### src/rtl/arith_pkg.sv
// Shared arithmetic definitions: FSM state encoding for the serial
// arithmetic units and the default Hack word width.
package arith_pkg;

  localparam int HACK_WIDTH = 16;

  typedef enum logic [1:0] {
    S_IDLE = 2'd0,
    S_RUN  = 2'd1,
    S_DONE = 2'd2
  } state_t;

endpackage

### src/rtl/serial_subtractor_if.sv
// Handshake and operand/result bundle for the serial subtractor.
interface serial_subtractor_if #(
  parameter int WIDTH = arith_pkg::HACK_WIDTH
);
  logic             start;
  logic [WIDTH-1:0] a;
  logic [WIDTH-1:0] b;
  logic             busy;
  logic             done;
  logic [WIDTH-1:0] diff;
  logic             borrow;

  modport master (output start, a, b, input busy, done, diff, borrow);
  modport slave  (input start, a, b, output busy, done, diff, borrow);
endinterface

### src/rtl/full_subtractor.sv
// Combinational 1-bit full-subtractor cell: d = x - y - bin, with borrow-out.
module full_subtractor (
  input  logic x,
  input  logic y,
  input  logic bin,
  output logic d,
  output logic bout
);

  assign d    = x ^ y ^ bin;
  assign bout = (~x & y) | (~(x ^ y) & bin);

endmodule

### src/rtl/serial_subtractor.sv
// Bit-serial subtractor: diff = a - b, one bit per cycle LSB first, through a
// single full-subtractor cell with a registered borrow. The result registers
// update only when an operation completes and hold until the next completion.
module serial_subtractor
  import arith_pkg::*;
#(
  parameter int WIDTH = HACK_WIDTH
) (
  input  logic                clk,
  input  logic                rst_n,
  serial_subtractor_if.slave  bus
);

  localparam int                CNT_W    = $clog2(WIDTH);
  localparam logic [CNT_W-1:0]  CNT_LAST = CNT_W'(WIDTH - 1);

  state_t           state;
  state_t           next_state;
  logic             load;
  logic             shift;
  logic             finish;

  logic [WIDTH-1:0] sa;
  logic [WIDTH-1:0] sb;
  logic [WIDTH-1:0] sr;
  logic             bw;
  logic [CNT_W-1:0] cnt;

  logic             cell_d;
  logic             cell_bout;

  full_subtractor u_cell (
    .x    (sa[0]),
    .y    (sb[0]),
    .bin  (bw),
    .d    (cell_d),
    .bout (cell_bout)
  );

  // State register.
  always_ff @(posedge clk or negedge rst_n) begin
    if (!rst_n) state <= S_IDLE;
    else        state <= next_state;
  end

  // Next-state and datapath control; start is only looked at in IDLE.
  always_comb begin
    next_state = state;
    load       = 1'b0;
    shift      = 1'b0;
    finish     = 1'b0;
    case (state)
      S_IDLE: begin
        if (bus.start) begin
          next_state = S_RUN;
          load       = 1'b1;
        end
      end
      S_RUN: begin
        shift = 1'b1;
        if (cnt == CNT_LAST) begin
          next_state = S_DONE;
          finish     = 1'b1;
        end
      end
      S_DONE:  next_state = S_IDLE;
      default: next_state = S_IDLE;
    endcase
  end

  // Operand/result shift registers, borrow flop and bit counter.
  always_ff @(posedge clk or negedge rst_n) begin
    if (!rst_n) begin
      sa  <= '0;
      sb  <= '0;
      sr  <= '0;
      bw  <= 1'b0;
      cnt <= '0;
    end else if (load) begin
      sa  <= bus.a;
      sb  <= bus.b;
      sr  <= '0;
      bw  <= 1'b0;
      cnt <= '0;
    end else if (shift) begin
      sa  <= sa >> 1;
      sb  <= sb >> 1;
      sr  <= {cell_d, sr[WIDTH-1:1]};
      bw  <= cell_bout;
      cnt <= cnt + 1'b1;
    end
  end

  // Result registers capture the last bit together with the shifted result.
  always_ff @(posedge clk or negedge rst_n) begin
    if (!rst_n) begin
      bus.diff   <= '0;
      bus.borrow <= 1'b0;
    end else if (finish) begin
      bus.diff   <= {cell_d, sr[WIDTH-1:1]};
      bus.borrow <= cell_bout;
    end
  end

  assign bus.busy = (state != S_IDLE);
  assign bus.done = (state == S_DONE);

endmodule

### src/flat_wrapper.sv
// flat-port wrapper written by rule: the top's interface ports become plain ports
module serial_subtractor_flat import arith_pkg::*;
#(
  parameter int WIDTH = HACK_WIDTH
)
  (clk, rst_n, bus_start, bus_a, bus_b, bus_busy, bus_done, bus_diff, bus_borrow);
  serial_subtractor_if #(.WIDTH(WIDTH)) bus_i ();
  input  logic clk;
  input  logic rst_n;
  input wire logic [$bits(bus_i.start)-1:0] bus_start;
  input wire logic [$bits(bus_i.a)-1:0] bus_a;
  input wire logic [$bits(bus_i.b)-1:0] bus_b;
  output wire logic [$bits(bus_i.busy)-1:0] bus_busy;
  output wire logic [$bits(bus_i.done)-1:0] bus_done;
  output wire logic [$bits(bus_i.diff)-1:0] bus_diff;
  output wire logic [$bits(bus_i.borrow)-1:0] bus_borrow;
  assign bus_i.start = bus_start;
  assign bus_i.a = bus_a;
  assign bus_i.b = bus_b;
  assign bus_busy = bus_i.busy;
  assign bus_done = bus_i.done;
  assign bus_diff = bus_i.diff;
  assign bus_borrow = bus_i.borrow;
  serial_subtractor #(.WIDTH(WIDTH)) u_core (.clk(clk), .rst_n(rst_n), .bus(bus_i));
endmodule
### config.mk
export PLATFORM = sky130hd
export DESIGN_NAME = serial_subtractor_flat
export DESIGN_NICKNAME = d
export VERILOG_FILES = /design/src/rtl/arith_pkg.sv /design/src/rtl/serial_subtractor_if.sv /design/src/rtl/full_subtractor.sv /design/src/rtl/serial_subtractor.sv /design/src/flat_wrapper.sv
export SDC_FILE = /design/constraint.sdc
export NUM_CORES = 1
export LEC_CHECK = 0
export ABC_AREA = 1
export CAP_MARGIN = 0
export CORE_UTILIZATION = 48
export DETAILED_ROUTE_END_ITERATION = 16
export GPL_TIMING_DRIVEN = 0
export PLACE_DENSITY = 0.8
export SLEW_MARGIN = 30
export SYNTH_ARGS = -nofsm -noshare
export SYNTH_HDL_FRONTEND = slang
export SYNTH_SLANG_ARGS = --single-unit
export TNS_END_PERCENT = 50
### constraint.sdc
create_clock -name clk -period 1.2 [get_ports clk]
set_input_delay 0.24 -clock clk [delete_from_list [all_inputs] [get_ports clk]]
set_output_delay 0.24 -clock clk [all_outputs]
set_load 0.02 [all_outputs]
### Yosys cells after proc, flatten, opt, wreduce, memory -nomap -nowiden

Index checks and enable logic that the tools add are counted.
W data, S select, Z words.

| storage, ports and cells | value |
|---|---|
| bits in registers | 72 |
| input bits | 35 |
| output and inout port bits | 19 |
| word-level logic and storage cells | 43 |

| operators by class | value |
|---|---|
| add/sub/neg operators | 1 |
| equality and inequality tests | 5 |
| muxes and demuxes | 18 |
| bitwise logic cells | 7 |
| reductions and logical operators | 4 |

Operator list:

| operator | count |
|---|---|
| $mux W16 | 6 |
| $mux W4 | 2 |
| $mux W1 | 7 |
| $add A4 B1 Y4 const B | 1 |
| $eq A4 B4 Y1 const B | 1 |
| $mux W2 | 2 |
| $pmux W2 S2 | 1 |
| $reduce_bool A2 Y1 | 2 |
| $and A1 B1 Y1 | 2 |
| $eq A2 B1 Y1 const B | 1 |
| $eq A2 B2 Y1 const B | 1 |
| $logic_not A2 Y1 | 1 |
| $ne A2 B1 Y1 const B | 1 |
| $ne A2 B2 Y1 const B | 1 |
| $not A1 Y1 | 2 |
| $reduce_and A2 Y1 | 1 |
| $xor A1 B1 Y1 | 2 |
| $or A1 B1 Y1 | 1 |

### Longest topological paths before layout

Gate-level depths: netlist of run 1.

| logic depth | value |
|---|---|
| word-level depth | 6 |
| gate-level depth with buffers | 7 |
| mapped depth without buffers | 6 |

### Hierarchy

A second synthesis of run 1 with hierarchy kept.

| second synthesis, totals | value |
|---|---|
| cell total of the unflattened synthesis | 424 |
| area, all modules | 3294.4 um^2 |

By module, submodules not included:

| module | instances | cells an instance | area each (um^2) | seq. area each (um^2) |
|---|---|---|---|---|
| serial_subtractor | 1 | 420 | 3263.1 | 1776.7 |
| full_subtractor | 1 | 4 | 31.3 | 0.0 |

### Worst setup path after synthesis of run 1

OpenSTA, ideal clock, no wires.

| timing | value |
|---|---|
| path type | register -> register |
| from | reg u_core.cnt[0] |
| to | reg u_core.bus.diff[6] |
| setup time | 123 ps |
| data arrival time | 1152 ps |
| required time | 1077 ps |
| path slack | -76 ps |
| stages on the path, launching flop included | 6 |
| buffers on the path | 1 |
| clock period less this slack | 1276 ps |
| path through | dfrtp_1 ha_1 nand3_2 clkbuf_1 o21ai_0 nand2_1 |

| between the ends | value |
|---|---|
| longest elaborated chain between the ends | 3 |

Ends and longest elaborated chain:

| element | RTL line | source |
|---|---|---|
| start, declared | serial_subtractor.sv:27 | `logic [CNT_W-1:0] cnt;` |
| start signal, assigned | serial_subtractor.sv:90 | `cnt <= cnt + 1'b1;` |
| $eq A4 B4 Y1 | serial_subtractor.sv:61 | `if (cnt == CNT_LAST) begin` |
| $mux W1 | serial_subtractor.sv:61 |  |
| $mux W1 | serial_subtractor.sv:52 | `case (state)` |
| end signal, assigned | serial_subtractor.sv:100 | `bus.diff <= {cell_d, sr[WIDTH-1:1]};` |
| end, declared | serial_subtractor_if.sv:14 | `modport slave (input start, a, b, output busy, done, diff, borrow);` |

Every way passes these cells.
A chain may end at the register's enable or synchronous reset.

### Worst setup path in the final report of run 1

| timing | value |
|---|---|
| from | reg u_core.state[0] |
| to | out bus_done |

| between the ends | value |
|---|---|
| longest elaborated chain between the ends | 1 |

Ends and longest elaborated chain:

| element | RTL line | source |
|---|---|---|
| start, declared | serial_subtractor.sv:17 | `state_t state;` |
| start signal, assigned | serial_subtractor.sv:43 | `else state <= next_state;` |
| $eq A2 B2 Y1 | serial_subtractor.sv:106 | `assign bus.done = (state == S_DONE);` |
| end, declared | flat_wrapper.sv:14 | `output wire logic [$bits(bus_i.done)-1:0] bus_done;` |

Every way passes these cells.

==> results of run 1 <==
-- layout make-up --
| cell class | count | area share [%] |
|---|---|---|
| buffer | 20 | 4.57 |
| clock buffer | 10 | 2.90 |
| clock inverter | 6 | 2.47 |
| inverter | 35 | 3.04 |
| multi-input combinational | 308 | 30.4 |
| sequential | 71 | 40.4 |
| tap | 77 | 2.19 |
| timing repair buffer | 71 | 14.0 |
-- state kept, by name, indices dropped and copies added, names as in the netlist --
register,count
u_core.sr,15
u_core.sb,16
u_core.state,2
u_core.bus.diff,16
u_core.cnt,4
u_core.bw,1
u_core.bus.borrow,1
u_core.sa,16
-- report_power, final --
group	total, W	internal (W)	leakage, nW	switching, W
logic	0.00501	0.00207	1.39	0.00294
registers	0.00423	0.00351	0.869	0.000720
clock network	0.00225	0.00138	0.120	0.000875
-- final timing paths --
kind / from / end / slack [ns] / depth (start not counted)
setup reg to reg: u_core.state[0]$_DFFE_PN0P_ / u_core.sa[6]$_DFFE_PN0P_ / -0.16 / 8
min in group clk: bus_b[15] / u_core.sb[15]$_DFFE_PN0P_ / 0.45 / 3
hold / removal: rst_n / u_core.sa[6]$_DFFE_PN0P_ / 0.37 / 2
max in group asynchronous: rst_n / u_core.cnt[0]$_DFFE_PN0P_ / 0.26 / 3
setup / recovery: u_core.state[0]$_DFFE_PN0P_ / bus_done / -0.17 / 3
hold reg to reg: u_core.sr[1]$_DFFE_PN0P_ / u_core.sr[1]$_DFFE_PN0P_ / 0.48 / 2
-- kinds of logic (layout without fill, tap and decap cells) --
logic type                 after synthesis  count (layout)  synth area share [%]
adders and majority gates                2               2                 0.995
AOI/OAI and AO/OA                       20              20                  3.18
DFF                                     71              71                  54.3
and+or+nand+nor                        285             286                  33.9
buffers and inverters                   55             142                  7.65
-- layout by cell type, fill, tap and decap left out --
cell | synthesis | routed
nand2_1 | 273 | 258
dfrtp_1 | 71 | 69
clkdlybuf4s50_1 | 0 | 33
inv_1 | 34 | 32
buf_2 | 11 | 20
buf_6 | 1 | 19
nand2_2 | 0 | 15
buf_4 | 3 | 13
clkbuf_8 | 0 | 11
o21ai_0 | 19 | 10
o21ai_1 | 0 | 8
nand3_1 | 6 | 5
nor2_4 | 1 | 3
bufinv_16 | 0 | 3
inv_2 | 1 | 2
clkinv_2 | 0 | 2
dfrtp_2 | 0 | 2
nor2_2 | 0 | 1
inv_4 | 0 | 1
o21ai_4 | 0 | 1
clkbuf_2 | 0 | 1
nand3_4 | 0 | 1
nor2_8 | 1 | 1
buf_8 | 1 | 1
o21ai_2 | 1 | 1
nor2_1 | 3 | 1
nand3_2 | 1 | 1
fa_1 | 1 | 1
ha_4 | 0 | 1
clkinv_4 | 0 | 1
clkbuf_1 | 4 | 1
dlygate4sd3_1 | 0 | 1
buf_12 | 0 | 1
-- worst reg2reg max path: stages (launching register included) --
cell     delay (ns)
dfrtp_2        0.44
inv_2          0.08
buf_6          0.13
nor2_4         0.25
buf_6          0.18
nand2_2        0.05
nand2_1        0.05
nand2_1        0.05
nand2_1        0.06
-- routing by layer --
metal  global-route usage, %  up-vias
met5                       0        -
met4                    8.32        0
met3                    4.92       10
met2                    36.9       82
met1                    28.3     1395
li1                        -     1457
-- timing repair --
action | CTS | global route
pin swaps | 6 | 20
resized for setup | 115 | 39
setup endpoints to repair | 74 | 72
cloned | 0 | 4
setup buffers | 8 | 5
hold buffers | 1 | 0
hold endpoints to repair | 31 | 0
-- per-stage QoR --
step                      setup WS [ns]  std cells  utilization (%)  TNS (ns)  area [µm²]
after floorplan                 0.00192        433                -         0        3280
after global placement            -2.48        563             60.5   -193.02        3910
after detailed placement         -0.400        564             60.8    -18.94        3930
after CTS                       -0.0917        589             65.6     -2.72        4240
after global routing             -0.204        598             68.2     -8.87        4400
final                            -0.167        598             68.2     -5.91        4400
==> impl_results.md, run 1 <==
- Outcome: finished with violations
- Violated checks: design-rule violations, negative setup slack
- Critical Path Slowest Stage Cell: dfrtp_2
- Core Area: about 6500 µm²
- Clk_skew: ~0.01 ns
- Hold crit path type: primary input to async pin
- Clk slew on worst S/H paths: around 0.07 ns
- FFs w/ async S/R, synth: 100%
- FP Rows: 29
- First-pass GRT wire length: 12.4 mm
- Synthesized instance count: approximately 430
- Leakage: around 2.4 nW
- Final setup viols: 70
- Synthesized flop and latch total: slightly above 70
- Fillers: 470
- Vias in the first global route: between 2000 and 3000
- Worst hold slack: roughly 0.37 ns
- DRT antenna net count: 0
- Initial antenna violation count: 0
- Power Total: 0.0115 W
- Max cap viols: 0
- Number of remaining DRC errors: 6
- Synthesized area per cell: between 7 and 8 µm²
- Total track usage: 22.1%
- Worst EP arrival: between 1 and 1.5 ns
- Slew HR: just over 70%
- Most common cell in the synthesized netlist: nand2_1
- Initial DRC count: about 270
- Max VDD drop: about 0.0011 V
- Crit-path max FO: 5
- Crit. End Element: output port
- Top cell type's share of synthesized area: around 54%
- Ratio of cells with drive above 1 in the final layout: a little under 20%
- CTS Sinks: 71
- Max Used Layer: met4
- Synth cell count leaders: nand2_1, dfrtp_1, inv_1
- Register area: about 1800 µm²
- Area contributors post-synth: dfrtp_1, nand2_1, inv_1
- IO Count: 54
- H-tree level count: 3
- Metal3 WL: ~320 µm
- DR vias/cell: around 4.9
- DIE HEIGHT: between 80 and 90 µm
- Pwr per Cell Area: approximately 2600 nW/µm²
- Worst path max stage delay: 0.46 ns
- Cell Area, Synth: ~3300 µm²
- Largest net degree at the start of global routing: between 40 and 50
- Critical path's top delay family: flip-flops
- Clock Tree Root: clkbuf_8
- Layout Area Growth over Synthesis: 34.7%
- Full die area: 7150 µm²
- Met2 WL: between 3 and 4 mm
- Buf/Inv on CP: 2
- CTS tree: yes
- Dpl hpwl: ~4.7 mm
- Register area share after synthesis: 54.3%
- Total grt overflow: 0
- Slack of the critical path: -0.167 ns
- Crit start category: flop
- Dominant cell type by area after synthesis: dfrtp_1
- Main synth FF type: dfrtp_1
- Multi-input logic area: between 1000 and 1500 µm²
- Yosys cell types: 18
- Ys Warns: 0
- Wire per inst: approximately 13 µm
- Via count: around 3000
- Synthesized Nets: 470
- Minimum clock period: ~1.4 ns
- DR pass1 iterations: 11
- Routed WL: 7.64 mm
- Final Max Tran Viols: 0
- Max clock buf depth: 2
- Post-synth EDFFs: 0
- Met1 WL: between 3 and 4 mm
- Placer Congestion: roughly 0.76
- Number of diodes: 0
- Period utilization: 114%
- Initial core utilization: about half
- Critical path class: flop to output port
- Die width: between 80 and 90 µm
- Worst-Skew Late Latency: roughly 0.34 ns
- Worst path most repeated cell: buf_6
- Final hold vios: 0
- Layout Nets: 553
- Worst Tran Pin Value: about 0.42 ns
- Achievable frequency: approximately 0.73 GHz
- RSZ-0062 raised after global routing: yes
- PortBufs: 53
- Total CTS buffers: 9
- CP required: about 0.96 ns
- Crit-path cells: buf_6, nor2_4, buf_6
(Power assumes the default switching activity.)
==> run 2, diff against run 1 <==
--- a/config.mk
+++ b/config.mk
@@ -7,7 +7,9 @@
 export LEC_CHECK = 0
 export ABC_AREA = 1
 export CAP_MARGIN = 0
+export CORE_ASPECT_RATIO = 0.8
 export CORE_UTILIZATION = 48
+export CTS_CLUSTER_DIAMETER = 60
 export DETAILED_ROUTE_END_ITERATION = 16
 export GPL_TIMING_DRIVEN = 0
 export PLACE_DENSITY = 0.8
==> run 2 against run 1 <==
Effect of this change:
- the run ends with negative setup slack left
- clock skew decreased by 0.0032 ns
- first-iteration DRC count down 28%
- die area about the same
- maximum frequency rose by 0.96%
- hold slack got worse by 0.016 ns
- setup slack better by 0.013 ns
- core utilization rose by 0.31 points
- largest cell class unchanged
- largest power group unchanged
==> impl_results.md, run 2 (synthesis gave the netlist of run 1 again) <==
- Reg-to-Reg End: u_core.sb[1]$_DFFE_PN0P_
- Placer Congestion: 0.764
- Crit start category: flop
- DR vias/cell: approximately 5.0
- Worst Reg-to-Reg Cells: 5
- Layout Area Growth over Synthesis: 35.6%
- Slew HR: about three quarters
- Crit-path max FO: 10
- Worst reg2reg setup slack: -0.15 ns
- Worst-Skew Late Latency: around 0.35 ns
- DR pass1 iterations: 5
- Final hold vios: 0
- Worst hold slack: approximately 0.36 ns
- Outcome: finished with violations
- Initial antenna violation count: 0
- DRT antenna net count: 0
- Die width: between 90 and 100 µm
- H-tree level count: 3
- Hold crit path type: primary input to async pin
- Non-filler cells, final: ~600
- Via count: between 3000 and 4000
- Initial DRC count: 191
- Minimum clock period: between 1 and 1.5 ns
- Initial core utilization: between 50% and 60%
- Total track usage: a little under a quarter
- DIE HEIGHT: ~76 µm
- FP Rows: 26
- Period utilization: 113%
- Dpl hpwl: between 4 and 5 mm
- Wire per inst: ~14 µm
- Core Area: roughly 6500 µm²
- Slack of the critical path: -0.154 ns
- CP required: about 1.5 ns
- Placed Area: ~4000 µm²
- Number of diodes: 0
- Worst path max stage delay: between 0.4 and 0.5 ns
- Crit. End Element: flop
- Final Instance Area: between 4000 and 5000 µm²
- Critical path's top delay family: flip-flops
- Achievable frequency: 0.739 GHz
- Full die area: 7150 µm²
- Critical path class: flop to flop
- Fin Setup TNS: -5.97 ns
- Final Max Tran Viols: 0
- Critical Path Slowest Stage Cell: dfrtp_2
- First-pass GRT wire length: 12.0 mm
- Clk slew on worst S/H paths: 0.07 ns
- Largest net degree at the start of global routing: 43
- Most frequent cells in the layout: nand2_1, dfrtp_1, clkdlybuf4s50_1
- Max clock buf depth: 2
- Worst EP arrival: about 1.6 ns
- Final setup viols: roughly 70
- Max cap viols: 0
- Total CTS buffers: 9
- Total grt overflow: 0
- Util after Layout: between 60% and 70%
- Placed Cells: 571
- Leakage: 2.40 nW
- Vias in the first global route: around 2600
- R2R Path Start: u_core.state[0]$_DFFE_PN0P_
- CTS tree: yes
- Ratio of cells with drive above 1 in the final layout: 20.6%
- RSZ-0062 raised after global routing: yes
- Clock Tree Root: clkbuf_8
- Number of remaining DRC errors: 0
- Commonest non-fill, non-tap cell in the layout: nand2_1
- Layout Nets: around 560
- Buf/Inv on CP: 2
- Top flop regs: u_core.bus.diff x16, u_core.sa x16, u_core.sb x16
- CTS Sinks: slightly above 70
- Crit-path cells: buf_4, o21ai_4, buf_4, nand2_1, nand2_1
- IO Count: 54
- Max VDD drop: ~0.0011 V
- Pwr per Cell Area: roughly 2500 nW/µm²
- Worst Tran Pin Value: between 0.3 and 0.4 ns
- Violated checks: negative setup slack
- Routed WL: 8.28 mm
- PortBufs: 53
- Clk_skew: roughly 0.0071 ns
==> run 2: power breakdown <==
group	total, W	switching, W	internal [W]
Sequential	0.00426	0.000748	0.00351
Clock	0.00163	0.000831	0.000796
Combinational	0.00518	0.00304	0.00215
Total	0.0111	0.00462	0.00645
==> run 2: worst max-delay path by stage <==
stage / start / endpoint / slack, ns / depth (start not counted)
3_3_place_gp: rst_n / u_core.bus.diff[3]$_DFFE_PN0P_ / -2.48 / 1
3_5_place_dp: bus_start / u_core.sr[10]$_DFFE_PN0P_ / -0.37 / 5
2_1_floorplan: u_core.cnt[0]$_DFFE_PN0P_ / u_core.bus.diff[6]$_DFFE_PN0P_ / 0.002 / 5
4_1_cts: u_core.state[0]$_DFFE_PN0P_ / bus_done / -0.11 / 2
5_1_grt: u_core.state[0]$_DFFE_PN0P_ / u_core.cnt[3]$_DFFE_PN0P_ / -0.20 / 7
6_report: u_core.state[0]$_DFFE_PN0P_ / u_core.sb[1]$_DFFE_PN0P_ / -0.15 / 5
==> run 2: area by class of cell <==
class | instances | area (µm²)
buffer | 20 | 208
sequential | 71 | 1780
fill | 495 | 2040
multi-input combinational | 309 | 1370
timing repair buffer | 74 | 677
tap | 84 | 105
inverter | 35 | 136
clock inverter | 1 | 5.00
clock buffer | 14 | 153
==> run 2: repair_timing <==
item | in CTS | in global routing
pin swaps | 6 | 9
endpoints found under the setup margin | 78 | 72
cloned | 2 | 8
hold endpoints to repair | 29 | 0
hold buffers | 1 | 0
setup buffers | 9 | 2
resized for setup | 114 | 55
==> run 2: layer usage <==
metal / GRT usage (%) / vias up / wire length, µm
li1: - / 1463 / -
met1: 29.0 / 1460 / 3570
met2: 37.9 / 87 / 4160
met3: 5.09 / 11 / 473
met4: 8.21 / 0 / 85
met5: 0 / - / 0
==> run 2: through the flow <==
step / power [W] / worst slack (ns)
after global routing: 0.0119 / -0.203
after floorplan: 0.00700 / 0.00192
after detailed placement: 0.00855 / -0.370
final: 0.0111 / -0.154
after CTS: 0.0104 / -0.114
after global placement: 0.00834 / -2.48
